[config.mk]
export PLATFORM = sky130hd
export DESIGN_NAME = serial_subtractor
export DESIGN_NICKNAME = d
export VERILOG_FILES = /design/src/rtl/serial_subtractor.sv
export SDC_FILE = /design/constraint.sdc
export NUM_CORES = 1
export LEC_CHECK = 0
export ABC_AREA = 0
export BUFFER_PORTS_ARGS = -buffer_cell sky130_fd_sc_hd__buf_2
export CAP_MARGIN = 15
export CORE_ASPECT_RATIO = 0.5
export CORE_UTILIZATION = 60
export CTS_CLUSTER_DIAMETER = 120
export DETAILED_ROUTE_END_ITERATION = 10
export PLACE_DENSITY = 0.87
export SETUP_SLACK_MARGIN = 0.4
export SYNTH_ARGS = -nofsm -noshare
export SYNTH_HDL_FRONTEND = slang
export SYNTH_SLANG_ARGS = --single-unit
[constraint.sdc]
create_clock -name clk -period 2.32 [get_ports clk]
set_input_delay 0.232 -clock clk [delete_from_list [all_inputs] [get_ports clk]]
set_output_delay 0.232 -clock clk [all_outputs]
set_load 0.02 [all_outputs]
[src/rtl/serial_subtractor.sv]
// serial_subtractor: bit-serial WIDTH-bit subtractor (diff = a - b), LSB first,
// one full-subtractor cell plus a registered borrow, behind a start/done
// handshake. Optional overflow output enabled by macro SERIAL_SUB_OVERFLOW_EN.
module serial_subtractor #(
  parameter int unsigned WIDTH = 8
) (
  input  logic             clk,
  input  logic             rst,
  input  logic             start,
  input  logic [WIDTH-1:0] a,
  input  logic [WIDTH-1:0] b,
  output logic             busy,
  output logic             done,
  output logic [WIDTH-1:0] diff,
  output logic             bout
`ifdef SERIAL_SUB_OVERFLOW_EN
  ,
  output logic             ovf
`endif
);

  localparam int unsigned CW = (WIDTH > 2) ? $clog2(WIDTH) : 1;

  typedef enum logic [1:0] {
    S_IDLE,
    S_SHIFT,
    S_DONE
  } state_t;

  state_t           state_q, state_d;
  logic [WIDTH-1:0] a_q, a_d;
  logic [WIDTH-1:0] b_q, b_d;
  logic [WIDTH-1:0] res_q, res_d;
  logic             br_q, br_d;
  logic [CW-1:0]    cnt_q, cnt_d;
  logic [WIDTH-1:0] diff_q, diff_d;
  logic             bout_q, bout_d;
`ifdef SERIAL_SUB_OVERFLOW_EN
  logic             amsb_q, amsb_d;
  logic             bmsb_q, bmsb_d;
  logic             ovf_q, ovf_d;
`endif

  // Full-subtractor cell on the current LSBs of the operand shift registers
  logic a_bit, b_bit, d_bit, br_nx;
  always_comb begin
    a_bit = a_q[0];
    b_bit = b_q[0];
    d_bit = a_bit ^ b_bit ^ br_q;
    br_nx = (~a_bit & b_bit) | (~(a_bit ^ b_bit) & br_q);
  end

  // Next-state and datapath update for IDLE/SHIFT/DONE
  always_comb begin
    state_d = state_q;
    a_d     = a_q;
    b_d     = b_q;
    res_d   = res_q;
    br_d    = br_q;
    cnt_d   = cnt_q;
    diff_d  = diff_q;
    bout_d  = bout_q;
`ifdef SERIAL_SUB_OVERFLOW_EN
    amsb_d  = amsb_q;
    bmsb_d  = bmsb_q;
    ovf_d   = ovf_q;
`endif
    unique case (state_q)
      S_IDLE: begin
        if (start) begin
          a_d     = a;
          b_d     = b;
          res_d   = '0;
          br_d    = 1'b0;
          cnt_d   = '0;
`ifdef SERIAL_SUB_OVERFLOW_EN
          amsb_d  = a[WIDTH-1];
          bmsb_d  = b[WIDTH-1];
`endif
          state_d = S_SHIFT;
        end
      end
      S_SHIFT: begin
        res_d = {d_bit, res_q[WIDTH-1:1]};
        a_d   = a_q >> 1;
        b_d   = b_q >> 1;
        br_d  = br_nx;
        if (cnt_q == CW'(WIDTH - 1)) begin
          // Counter is left at WIDTH-1 on the last bit so it never wraps
          diff_d  = {d_bit, res_q[WIDTH-1:1]};
          bout_d  = br_nx;
`ifdef SERIAL_SUB_OVERFLOW_EN
          // d_bit is the result MSB on the last bit
          ovf_d   = (amsb_q != bmsb_q) && (d_bit != amsb_q);
`endif
          state_d = S_DONE;
        end else begin
          cnt_d = cnt_q + 1'b1;
        end
      end
      S_DONE: begin
        state_d = S_IDLE;
      end
      default: begin
        state_d = S_IDLE;
      end
    endcase
  end

  // State and datapath registers with asynchronous reset
  always_ff @(posedge clk or posedge rst) begin
    if (rst) begin
      state_q <= S_IDLE;
      a_q     <= '0;
      b_q     <= '0;
      res_q   <= '0;
      br_q    <= 1'b0;
      cnt_q   <= '0;
      diff_q  <= '0;
      bout_q  <= 1'b0;
`ifdef SERIAL_SUB_OVERFLOW_EN
      amsb_q  <= 1'b0;
      bmsb_q  <= 1'b0;
      ovf_q   <= 1'b0;
`endif
    end else begin
      state_q <= state_d;
      a_q     <= a_d;
      b_q     <= b_d;
      res_q   <= res_d;
      br_q    <= br_d;
      cnt_q   <= cnt_d;
      diff_q  <= diff_d;
      bout_q  <= bout_d;
`ifdef SERIAL_SUB_OVERFLOW_EN
      amsb_q  <= amsb_d;
      bmsb_q  <= bmsb_d;
      ovf_q   <= ovf_d;
`endif
    end
  end

  // Handshake outputs decoded from the state register
  always_comb begin
    busy = (state_q != S_IDLE);
    done = (state_q == S_DONE);
    diff = diff_q;
    bout = bout_q;
`ifdef SERIAL_SUB_OVERFLOW_EN
    ovf  = ovf_q;
`endif
  end

endmodule

==> run summary <==
CP bufs+invs -> 3
Filler instances -> 195
Worst-path clk slew -> 0.07 ns
Mapped Avg Cell Area -> 12.3 µm²
Seq/Total Area, Yosys -> 51.2%
Post_cts resized -> 0
Avg WL per Cell -> 16.7 µm
Worst-Skew Late Latency -> 0.29 ns
Share of synthesized registers carrying an async set or reset -> 100%
Leakage power -> 0.00105 µW
Post-Syn Area -> 0.00186 mm²
IO buf count -> 29
Final setup viols -> 0
Skew final -> 0.00305 ns
Detail Route Antenna Nets -> 0
Pwr Density -> 1350 mW/mm²
Pre-CTS setup slack -> 0.382 ns
Via count -> 1269
Layout area overhead -> 13.4%
Routing usage on met1 -> 31.3%
Share of cells above drive strength 1 -> 29.8%
Status -> completed
Clock Sinks -> 38
Final Instance Count excl. Fillers -> 218
Htree depth -> 2
Final Cell Area -> 0.00211 mm²
Placed instance count -> 208
Final setup TNS -> 0 ns
Synth cell types -> 26
Worst setup EP type -> output port
Hold Vio Cnt, Final -> 0
Min cycle time layout -> 1.79 ns
Met3 Resource Use GR -> 11.7%
CTS buffer count -> 5
Max Cap Viol -> 0
Min-delay worst type -> in -> async
DP Area -> 0.00198 mm²
Post-DP HPWL -> 2.23 mm
# IOs -> 30
CP max-delay cell -> dfrtp_1
Post-synthesis compound-gate area fraction -> 13.3%
Post-synthesis mux area share -> 7.27%
Adder-cell share of the synthesized area -> 2.42%
FF-to-FF Start -> cnt_q[0]
Xor/xnor share of the synthesized area -> 0%
Core area -> 0.00277 mm²
GRT Overall Usage -> 25.8%
Layout net count -> 202
FP Rows -> 13
Initial DRC count -> 85
RSZ-0062 raised after global routing -> no
# diodes -> 0
#FFs+latches synth -> 38
Worst Path Max Fanout -> 30
Predominant post-synthesis flop cell -> dfrtp_1
Remaining DRCs -> 0
CTS tree -> built
Initial cell density of the core -> 67.2%
Worst-Margin Slew -> 0.668 ns
Crit. Startpoint -> state_q[0]
First-pass GRT wire length -> 5.75 mm
Clock Path Buffers -> 2
Final Cycle Share -> 77.0%
Die area -> 0.00334 mm²
Critical path startpoint category -> register
Peak VDD IR -> 0.695 mV
Largest net degree at the start of global routing -> 39
Post-synthesis simple-gate area fraction -> 16.8%
Root Buffer -> clkbuf_8
GRT busiest layer -> met2
DRT Pass-1 Iters -> 4
GRT overflow -> 0
Cell count after synthesis -> 151
Worst EP required -> 2.09 ns
Setup WS post-layout -> 0.535 ns
Pins Over Slew Limit -> 0
Vias per cell -> 5.82
GPL Wtd Cong -> 0.764
Die height -> 41.4 µm
Post-Route WL -> 3.64 mm
Largest family of logic cells by synthesized area -> simple AND/OR/NAND/NOR gates
Fmax -> 560 MHz
FF-to-FF setup slack -> 0.66 ns
Chip width -> 80.7 µm
Crit path kind -> reg -> out
Crit-path leading delay family -> flip-flops
Worst-path cell chain -> buf_4, nor2_1, inv_1, buf_2
Slowest stage delay, CP -> 0.50 ns
Most frequent cells in the layout -> dfrtp_1, buf_2, inv_1
Commonest non-fill, non-tap cell in the layout -> dfrtp_1
Synth warn -> 0
Vias in the first global route -> 1192
EDFF count, synth -> 0
Initial antenna violation count -> 0
Arr. time, crit path -> 1.55 ns
Syn nets -> 173
Slew headroom -> 55.4%
Grt met2 use -> 41.9%
-- Yosys cell counts (all sizes together) (3+ instances only) --
| master | instances | area share (%) |
|---|---|---|
| nor2b | 3 | 1.0 |
| a211oi | 13 | 5.3 |
| buf | 10 | 4.5 |
| mux2 | 9 | 7.3 |
| inv | 19 | 3.8 |
| dfrtp | 38 | 51 |
| nor3b | 14 | 5.7 |
| a211o | 3 | 1.4 |
| nor4b | 14 | 6.6 |
| clkbuf | 3 | 0.74 |
| a22o | 8 | 3.8 |
| and3 | 3 | 1.0 |
-- cells by family after synthesis --
family                     after synthesis
AOI/OAI and AO/OA                       29
adders and majority gates                3
buffers and inverters                   32
DFF                                     38
muxes                                    9
and+or+nand+nor                         40
-- metal layers --
metal,vias to the layer above,part of all wire [%]
met5,-,0
met4,0,0.88
met3,4,5.8
met2,36,46
met1,623,47
li1,606,-
-- timing repair --
item | CTS | global route
hold buffers | 0 | 0
setup endpoints to repair | 9 | 0
buffers inserted | 2 | 0
-- final cells by class --
class                           count  area [µm²]  share of cell area, %
Multi-Input combinational cell     81         738                   35.0
Tap cell                           37        46.3                   2.20
Sequential cell                    38         951                   45.1
Timing Repair Buffer               35         190                   9.03
Clock buffer                        8         110                   5.23
Inverter                           19        71.3                   3.38
-- sequential cells by signal, summed over array words and instances, names as in the netlist --
register  flops
a_q           8
b_q           8
diff          8
res_q         7
cnt_q         3
state_q       2
bout          1
br_q          1
-- tightest hold or removal path, stage by stage --
cell	delay, ns
buf_2	0.10
inv_1	0.04
buf_4	0.41
-- worst paths after layout --
check,endpoint,depth (start not counted)
worst min-delay path,diff[7],3
min in group clk,b_q[7],2
worst max register to register,diff[4],5
worst max-delay path,busy,4
max in group asynchronous,res_q[7],3
worst min register to register,br_q,1
-- per-stage QoR --
stage	total power [µW]	utilization (%)	hold slack, ns
detailed placement	2290	71.7	0.376
finish	2840	76.2	0.0479
floorplan	2060	-	0.380
CTS	2850	76.2	0.0530
global placement	2210	71.7	0.359
global route	3020	76.2	0.0860
-- power breakdown --
part / switching [µW] / internal (µW)
sequential: 209 / 968
clock: 233 / 300
combinational: 580 / 550
No activity file was read; power rests on OpenSTA's default activity.
